## src/rtl/folded_fir_pkg.sv

```systemverilog
// Shared constants for the folded FIR: widths, tap count, fixed coefficient set
// and the output rounding/saturation helper.
package folded_fir_pkg;

    localparam int DATA_WIDTH  = 16;
    localparam int ORDER       = 15;
    localparam int TAPS        = ORDER + 1;
    localparam int COEF_WIDTH  = 16;
    localparam int ACC_WIDTH   = 36;
    localparam int PHASE_WIDTH = $clog2(TAPS);

    typedef logic signed [COEF_WIDTH-1:0] coef_t;

    // Symmetric low-pass; sum(h) = 47200/32768 > 1, so full-scale inputs clamp.
    localparam coef_t COEFS [TAPS] = '{
        -16'sd300, -16'sd600,   16'sd0, 16'sd1500, 16'sd3000, 16'sd5000, 16'sd7000, 16'sd8000,
         16'sd8000, 16'sd7000, 16'sd5000, 16'sd3000, 16'sd1500,   16'sd0, -16'sd600, -16'sd300
    };

    localparam logic signed [ACC_WIDTH-1:0] ROUND_K = ACC_WIDTH'(16384);
    localparam logic signed [ACC_WIDTH-1:0] SAT_MAX = ACC_WIDTH'(32767);
    localparam logic signed [ACC_WIDTH-1:0] SAT_MIN = -SAT_MAX - ACC_WIDTH'(1);

    function automatic logic signed [DATA_WIDTH-1:0] scale_acc(
        input logic signed [ACC_WIDTH-1:0] acc
    );
        logic signed [ACC_WIDTH-1:0] shifted;
        shifted = (acc + ROUND_K) >>> 15;
        if (shifted > SAT_MAX) begin
            scale_acc = {1'b0, {(DATA_WIDTH-1){1'b1}}};
        end else if (shifted < SAT_MIN) begin
            scale_acc = {1'b1, {(DATA_WIDTH-1){1'b0}}};
        end else begin
            scale_acc = shifted[DATA_WIDTH-1:0];
        end
    endfunction

endpackage

```

## src/rtl/folded_fir_if.sv

```systemverilog
// Sample stream interface between the FIR and its environment.
interface folded_fir_if #(
    parameter int DATA_WIDTH = 16
);
    // sample_in pulses one cycle: the master presents din/en in that cycle and the
    // FIR captures on the closing edge; sample_out pulses in the cycle dout is new.
    logic                         en;
    logic signed [DATA_WIDTH-1:0] din;
    logic signed [DATA_WIDTH-1:0] dout;
    logic                         sample_in;
    logic                         sample_out;

    modport master (output en, output din, input dout, input sample_in, input sample_out);
    modport slave  (input en, input din, output dout, output sample_in, output sample_out);
endinterface

```

## src/rtl/folded_fir_mac.sv

```systemverilog
// Signed multiply-accumulate; clr restarts the sum with the current product.
module fir_mac
    import folded_fir_pkg::*;
#(
    parameter int A_WIDTH = DATA_WIDTH,
    parameter int B_WIDTH = COEF_WIDTH,
    parameter int ACC_W   = ACC_WIDTH
) (
    input  logic                      clk,
    input  logic                      rst,
    input  logic                      clr_i,
    input  logic signed [A_WIDTH-1:0] a_i,
    input  logic signed [B_WIDTH-1:0] b_i,
    output logic signed [ACC_W-1:0]   acc_o
);
    logic signed [A_WIDTH+B_WIDTH-1:0] prod;
    logic signed [ACC_W-1:0]           acc_q, acc_d;

    assign prod = a_i * b_i;

    always_comb begin
        acc_d = clr_i ? ACC_W'(prod) : acc_q + ACC_W'(prod);
    end

    always_ff @(posedge clk) begin
        if (rst) acc_q <= '0;
        else     acc_q <= acc_d;
    end

    assign acc_o = acc_q;
endmodule

```

## src/rtl/folded_fir.sv

```systemverilog
// Folded FIR: one MAC walks the taps one per cycle; phase 0 uses the incoming
// sample directly so the full sum is ready when the next phase 0 begins.
module folded_fir
    import folded_fir_pkg::*;
#(
    parameter int DATA_WIDTH = folded_fir_pkg::DATA_WIDTH,
    parameter int ORDER      = folded_fir_pkg::ORDER,
    parameter int COEF_WIDTH = folded_fir_pkg::COEF_WIDTH
) (
    input  logic         clk,
    input  logic         rst,
    folded_fir_if.slave  bus
);
    localparam int NTAPS = ORDER + 1;
    localparam int PW    = $clog2(NTAPS);

    typedef logic signed [DATA_WIDTH-1:0] sample_t;

    sample_t                       dline_q [NTAPS];
    sample_t                       dline_d [NTAPS];
    logic [PW-1:0]                 phase_q, phase_d;
    logic                          run_q, run_d;
    logic                          sample_in_q, sample_in_d;
    logic                          acc_full_q, acc_full_d;
    logic                          sample_out_q, sample_out_d;
    sample_t                       dout_q, dout_d;
    sample_t                       din_gated, tap_x;
    logic signed [COEF_WIDTH-1:0]  tap_h;
    logic signed [ACC_WIDTH-1:0]   acc;

    // run_q holds phase at 0 for the first edge after reset so sample_in rises with it.
    always_comb begin
        din_gated    = bus.en ? bus.din : '0;
        run_d        = 1'b1;
        phase_d      = '0;
        if (run_q) phase_d = (phase_q == PW'(NTAPS-1)) ? '0 : phase_q + 1'b1;
        sample_in_d  = (phase_d == '0);
        acc_full_d   = run_q && (phase_q == PW'(NTAPS-1));
        sample_out_d = acc_full_q;
        dout_d       = acc_full_q ? scale_acc(acc) : dout_q;
        dline_d      = dline_q;
        if (sample_in_q) begin
            for (int i = NTAPS-1; i > 0; i--) dline_d[i] = dline_q[i-1];
            dline_d[0] = din_gated;
        end
        tap_x = (phase_q == '0) ? din_gated : dline_q[phase_q];
        tap_h = COEFS[phase_q];
    end

    always_ff @(posedge clk) begin
        if (rst) begin
            phase_q      <= '0;
            run_q        <= 1'b0;
            sample_in_q  <= 1'b0;
            acc_full_q   <= 1'b0;
            sample_out_q <= 1'b0;
            dout_q       <= '0;
            for (int i = 0; i < NTAPS; i++) dline_q[i] <= '0;
        end else begin
            phase_q      <= phase_d;
            run_q        <= run_d;
            sample_in_q  <= sample_in_d;
            acc_full_q   <= acc_full_d;
            sample_out_q <= sample_out_d;
            dout_q       <= dout_d;
            dline_q      <= dline_d;
        end
    end

    fir_mac #(
        .A_WIDTH (DATA_WIDTH),
        .B_WIDTH (COEF_WIDTH),
        .ACC_W   (ACC_WIDTH)
    ) u_mac (
        .clk   (clk),
        .rst   (rst),
        .clr_i (phase_q == '0),
        .a_i   (tap_x),
        .b_i   (tap_h),
        .acc_o (acc)
    );

    assign bus.dout       = dout_q;
    assign bus.sample_in  = sample_in_q;
    assign bus.sample_out = sample_out_q;
endmodule

```

## src/flat_wrapper.sv

```systemverilog
// flat-port wrapper written by rule: the top's interface ports become plain ports
module folded_fir_flat import folded_fir_pkg::*;
#(
    parameter int DATA_WIDTH = folded_fir_pkg::DATA_WIDTH,
    parameter int ORDER      = folded_fir_pkg::ORDER,
    parameter int COEF_WIDTH = folded_fir_pkg::COEF_WIDTH
)
  (clk, rst, bus_en, bus_din, bus_dout, bus_sample_in, bus_sample_out);
  folded_fir_if #(.DATA_WIDTH(DATA_WIDTH)) bus_i ();
  input  logic clk;
  input  logic rst;
  input wire logic [$bits(bus_i.en)-1:0] bus_en;
  input wire logic [$bits(bus_i.din)-1:0] bus_din;
  output wire logic [$bits(bus_i.dout)-1:0] bus_dout;
  output wire logic [$bits(bus_i.sample_in)-1:0] bus_sample_in;
  output wire logic [$bits(bus_i.sample_out)-1:0] bus_sample_out;
  assign bus_i.en = bus_en;
  assign bus_i.din = bus_din;
  assign bus_dout = bus_i.dout;
  assign bus_sample_in = bus_i.sample_in;
  assign bus_sample_out = bus_i.sample_out;
  folded_fir #(.DATA_WIDTH(DATA_WIDTH), .ORDER(ORDER), .COEF_WIDTH(COEF_WIDTH)) u_core (.clk(clk), .rst(rst), .bus(bus_i));
endmodule
```

## config.mk

```make
export PLATFORM = sky130hd
export DESIGN_NAME = folded_fir_flat
export DESIGN_NICKNAME = d
export VERILOG_FILES = /design/src/rtl/folded_fir_pkg.sv /design/src/rtl/folded_fir_if.sv /design/src/rtl/folded_fir_mac.sv /design/src/rtl/folded_fir.sv /design/src/flat_wrapper.sv
export SDC_FILE = /design/constraint.sdc
export NUM_CORES = 1
export LEC_CHECK = 0
export ABC_AREA = 0
export BUFFER_PORTS_ARGS = -buffer_cell sky130_fd_sc_hd__buf_2
export CAP_MARGIN = 15
export CORE_MARGIN = 2
export CORE_UTILIZATION = 59
export DETAILED_ROUTE_END_ITERATION = 8
export GPL_ROUTABILITY_DRIVEN = 0
export PLACE_DENSITY = 0.78
export SYNTH_ARGS = -nofsm -noshare
export SYNTH_HDL_FRONTEND = slang
export SYNTH_HIERARCHICAL = 1
export SYNTH_SLANG_ARGS = --single-unit
```

## constraint.sdc

```tcl
create_clock -name clk -period 10.1 [get_ports clk]
set_input_delay 0 -clock clk [delete_from_list [all_inputs] [get_ports clk]]
set_output_delay 0 -clock clk [all_outputs]
set_load 0.02 [all_outputs]
```

==> metrics.txt <==
# TYPE chip_impl_metric gauge
chip_impl_metric{name="die_area",unit="mm²"} 0.0460
chip_impl_metric{name="floorplan.die.height",unit="µm"} 215
chip_impl_metric{name="synthXorXnorAreaFrac",unit="%"} 2.01
chip_impl_info{name="timing.hold.worst.class",value="in -> reg"} 1
chip_impl_info{name="ctsRootBufferMaster",value="sky130_fd_sc_hd__clkbuf_16"} 1
chip_impl_metric{name="critPathMaxStageDelay",unit="ns"} 0.54
chip_impl_metric{name="drt_pre_antenna_iters",unit=""} 6
chip_impl_metric{name="area_growth_syn_to_layout",unit="%"} 9.94
chip_impl_metric{name="globalRouteTotalUtil",unit="%"} 25.9
chip_impl_metric{name="core-area",unit="mm²"} 0.0440
chip_impl_info{name="critical_path.endpoint_type",value="register"} 1
chip_impl_metric{name="first_global_vias",unit=""} 20400
chip_impl_info{name="critPathTopFamily",value="adder cells"} 1
chip_impl_metric{name="synth_edf_count",unit=""} 0
chip_impl_info{name="synth_ff_type",value="sky130_fd_sc_hd__dfxtp_1"} 1
chip_impl_metric{name="grt_pass1_wl",unit="µm"} 99400
chip_impl_metric{name="fillCellCount",unit=""} 3369
chip_impl_metric{name="design_area_final",unit="mm²"} 0.0288
chip_impl_metric{name="synth.ff_latch_count",unit=""} 316
chip_impl_metric{name="insertion_delay_to_the_later_sink_of_the_worst_skew_pair",unit="ns"} 0.56
chip_impl_metric{name="dpl_cell_area",unit="mm²"} 0.0271
chip_impl_metric{name="place.detailed.instances",unit=""} 3323
chip_impl_metric{name="count_of_port_buffers_added_during_placement",unit=""} 36
chip_impl_info{name="netlist.top_cell.by_area",value="sky130_fd_sc_hd__dfxtp_1"} 1
chip_impl_metric{name="detailed_place_hpwl",unit="µm"} 42000
chip_impl_metric{name="slew_viol_final",unit=""} 0
chip_impl_metric{name="synth_top_cell_area_share",unit="%"} 24.2
chip_impl_info{name="crit_type",value="reg -> reg"} 1
chip_impl_metric{name="synth_cell_types",unit=""} 88
chip_impl_metric{name="drt_wl_total",unit="µm"} 58400
chip_impl_metric{name="die_x",unit="µm"} 215
chip_impl_metric{name="final_nets",unit=""} 3215
chip_impl_metric{name="hold_viol",unit=""} 0
chip_impl_metric{name="post_route_cells_drive_above_1_share",unit="%"} 10.6
chip_impl_metric{name="finClkSkew",unit="ns"} 0.0156
chip_impl_metric{name="critPathMaxFanout",unit=""} 16
chip_impl_metric{name="antennaDiodeCount",unit=""} 0
chip_impl_metric{name="layout.area.seq",unit="mm²"} 0.00634
chip_impl_metric{name="synth-simple-area-share",unit="%"} 15.3
chip_impl_metric{name="i_o_pin_cnt",unit=""} 37
chip_impl_metric{name="cts.htree.levels",unit=""} 2
chip_impl_info{name="tritoncts",value="done"} 1
chip_impl_metric{name="grt_start_max_net_pins",unit=""} 166
chip_impl_metric{name="timing.max_slew.rel_slack",unit="%"} 29.2
chip_impl_metric{name="path_buf_inv",unit=""} 7
chip_impl_metric{name="worst_ep_required_time",unit="ns"} 10.53
chip_impl_metric{name="cts.reportedPaths.clkPinSlew",unit="ns"} 0.06
chip_impl_metric{name="post_layout_nonfiller_instances",unit=""} 3421
chip_impl_metric{name="synthesis.area_per_instance",unit="µm²"} 9.45
chip_impl_metric{name="average_vias_per_placed_instance",unit=""} 5.76
chip_impl_info{name="crit_path_top_delay_cell",value="sky130_fd_sc_hd__fa_1"} 1
chip_impl_metric{name="cp.arrival",unit="ns"} 10.09
chip_impl_metric{name="max-clock-path-buffers",unit=""} 3
chip_impl_metric{name="netlist_instances",unit=""} 2767
chip_impl_info{name="rsz0062_at_grt",value="true"} 1
chip_impl_metric{name="synth_area",unit="mm²"} 0.0262
chip_impl_metric{name="finalWorstPathRequiredPeriod",unit="ns"} 9.66
chip_impl_metric{name="floorplan.initialDensity",unit="%"} 59.4
chip_impl_metric{name="synth_adder_area_share",unit="%"} 26.3
chip_impl_metric{name="synth.area.mux_share",unit="%"} 16.4
chip_impl_info{name="synth_top_family_by_area",value="adder cells"} 1
chip_impl_metric{name="wire_per_inst",unit="µm"} 17.1
chip_impl_metric{name="number_of_antenna_violations_at_the_first_check_in_global_routing",unit=""} 0
chip_impl_metric{name="number_of_design_rule_violations_left_after_detail_routing",unit=""} 0
chip_impl_metric{name="fin_worst_hold_slack",unit="ns"} 0.0863
chip_impl_info{name="crit_path_frequent_cell",value="sky130_fd_sc_hd__fa_1"} 1
chip_impl_metric{name="timing_limited_maximum_frequency",unit="GHz"} 0.104
chip_impl_metric{name="final-setup-viol-count",unit=""} 0
chip_impl_metric{name="numCtsBuffers",unit=""} 36
chip_impl_metric{name="row_cnt",unit=""} 77
chip_impl_metric{name="initialDrtViolationCount",unit=""} 1521
chip_impl_info{name="netlist_top_cells_area",value="sky130_fd_sc_hd__dfxtp_1 24%, sky130_fd_sc_hd__fa_1 20%, sky130_fd_sc_hd__mux2i_1 9.3%"} 1
chip_impl_metric{name="worst_pin_slew",unit="ns"} 1.06
chip_impl_metric{name="yosys_warnings",unit=""} 6
chip_impl_metric{name="async_flop_share",unit="%"} 0
chip_impl_metric{name="gr-total-overflow",unit=""} 0
chip_impl_metric{name="synth.yosys.seq_area_share",unit="%"} 24.2
chip_impl_info{name="critPathLaunchType",value="register"} 1
chip_impl_metric{name="max_cap_violations",unit=""} 0
chip_impl_metric{name="detailroute.via_count",unit=""} 19700
chip_impl_info{name="run_status",value="completed"} 1
chip_impl_metric{name="synth-compound-area-share",unit="%"} 8.66
chip_impl_metric{name="clkSinkCount",unit=""} 316
chip_impl_metric{name="antenna_left",unit=""} 0
chip_impl_metric{name="final_period_utilization",unit="%"} 95.6
chip_impl_metric{name="multi_input_combinational_cell_area",unit="mm²"} 0.0181
## cell type report
| class | count | area share, % |
|---|---|---|
| Multi-Input combinational cell | 1970 | 62.9 |
| Sequential cell | 316 | 22.0 |
| Inverter | 354 | 4.62 |
| Timing Repair Buffer | 127 | 3.85 |
| Clock buffer | 47 | 3.52 |
| Tap cell | 592 | 2.58 |
| Clock inverter | 15 | 0.461 |
## path summary, 6_finish.rpt
check / slack (ns) / cells past startpoint / end / from
setup / recovery: 0.44 / 34 / u_core/u_mac/acc_o[30]$_SDFF_PP0_ / u_core/phase_q[1]$_SDFF_PP0_
hold / removal: 0.09 / 4 / u_core/dline_q[241]$_SDFFE_PP0P_ / bus_en
setup reg to reg: 0.44 / 34 / u_core/u_mac/acc_o[30]$_SDFF_PP0_ / u_core/phase_q[1]$_SDFF_PP0_
hold reg to reg: 0.48 / 2 / u_core/bus.dout[15]$_SDFFE_PP0P_ / u_core/bus.dout[15]$_SDFFE_PP0P_
## synth_stat cells, types with 28 or more instances
cell	instances
sky130_fd_sc_hd__a21o_1	28
sky130_fd_sc_hd__a21oi_1	80
sky130_fd_sc_hd__and2_1	121
sky130_fd_sc_hd__buf_1	34
sky130_fd_sc_hd__clkbuf_1	96
sky130_fd_sc_hd__dfxtp_1	316
sky130_fd_sc_hd__fa_1	263
sky130_fd_sc_hd__ha_1	128
sky130_fd_sc_hd__inv_1	351
sky130_fd_sc_hd__mux2i_1	244
sky130_fd_sc_hd__mux4_2	81
sky130_fd_sc_hd__nand2_1	215
sky130_fd_sc_hd__nand2b_1	31
sky130_fd_sc_hd__nand3_1	43
sky130_fd_sc_hd__nor2_1	336
sky130_fd_sc_hd__o21ai_0	59
sky130_fd_sc_hd__xnor2_1	39
## worst register-to-register path, delay by kind of cell, from the launching register on
| family | cells | cell delay [ns] |
|---|---|---|
| adder cells (fa/ha/maj) | 8 | 3.83 |
| AO/OA/AOI/OAI | 9 | 1.82 |
| AND/OR/NAND/NOR | 7 | 1.51 |
| multiplexers | 2 | 1.01 |
| buffers and inverters | 7 | 0.80 |
| flip-flops | 1 | 0.42 |
| XOR/XNOR | 1 | 0.13 |
## cells by family (layout without fill, tap and decap cells)
group	after synthesis	after routing
adders and majority gates	391	391
and+or+nand+nor	862	862
muxes	326	326
other	1	14
buffers and inverters	494	543
AOI/OAI and AO/OA	317	317
xor gates and xnor gates	60	60
DFF	316	316
## registers in the layout (all words and copies together) (netlist names)
name and cells:
u_core/phase_q 4, u_core/bus.sample_in 1, u_core/bus.dout 16, u_core/dline_q 256, u_core/acc_full_q 1, u_core/run_q 1
u_core/u_mac/acc_o 36, u_core/bus.sample_out 1
## routing by layer
layer,global-route usage (%),share of wire [%]
met2,45.1,50
met3,3.73,6.1
met5,0,0
met1,34.1,42
met4,6.76,2.1
## what timing repair did
item | CTS | global route
hold buffers | 24 | 0
buffers inserted | 1 | 10
hold endpoints to repair | 68 | 0
gates resized for setup | 0 | 26
pin swaps | 0 | 2
setup endpoints to repair | 1 | 10
cloned | 0 | 0
## stage by stage
step                utilization [%]  TNS (ns)  setup slack [ns]
floorplan                         -         0             0.180
global placement               61.5         0             0.197
detailed placement             61.5  -0.00464          -0.00464
CTS                            64.7         0            0.0413
global route                   65.3   -0.0236           -0.0192
finish                         65.3         0             0.440
## placed cells by master (no fill, tap or decap), types with 15 or more instances in the layout
master / count
sky130_fd_sc_hd__a21o_1: 28
sky130_fd_sc_hd__a21oi_1: 78
sky130_fd_sc_hd__dlygate4sd3_1: 24
sky130_fd_sc_hd__or3_1: 23
sky130_fd_sc_hd__mux4_2: 81
sky130_fd_sc_hd__a211oi_1: 20
sky130_fd_sc_hd__o21ai_1: 15
sky130_fd_sc_hd__nor3_1: 22
sky130_fd_sc_hd__ha_1: 126
sky130_fd_sc_hd__nor2_1: 336
sky130_fd_sc_hd__buf_2: 35
sky130_fd_sc_hd__dfxtp_1: 312
sky130_fd_sc_hd__xnor2_1: 39
sky130_fd_sc_hd__fa_1: 262
sky130_fd_sc_hd__clkbuf_16: 37
sky130_fd_sc_hd__nand2b_1: 31
sky130_fd_sc_hd__and2_1: 121
sky130_fd_sc_hd__o21ai_0: 43
sky130_fd_sc_hd__inv_1: 351
sky130_fd_sc_hd__xor2_1: 21
sky130_fd_sc_hd__nand4_1: 16
sky130_fd_sc_hd__buf_4: 52
sky130_fd_sc_hd__mux2i_1: 244
sky130_fd_sc_hd__nand2_1: 215
sky130_fd_sc_hd__nand3_1: 42
Power is not shown: default switching activity piles up to over one toggle a cycle in this logic, so the estimate is an artifact.
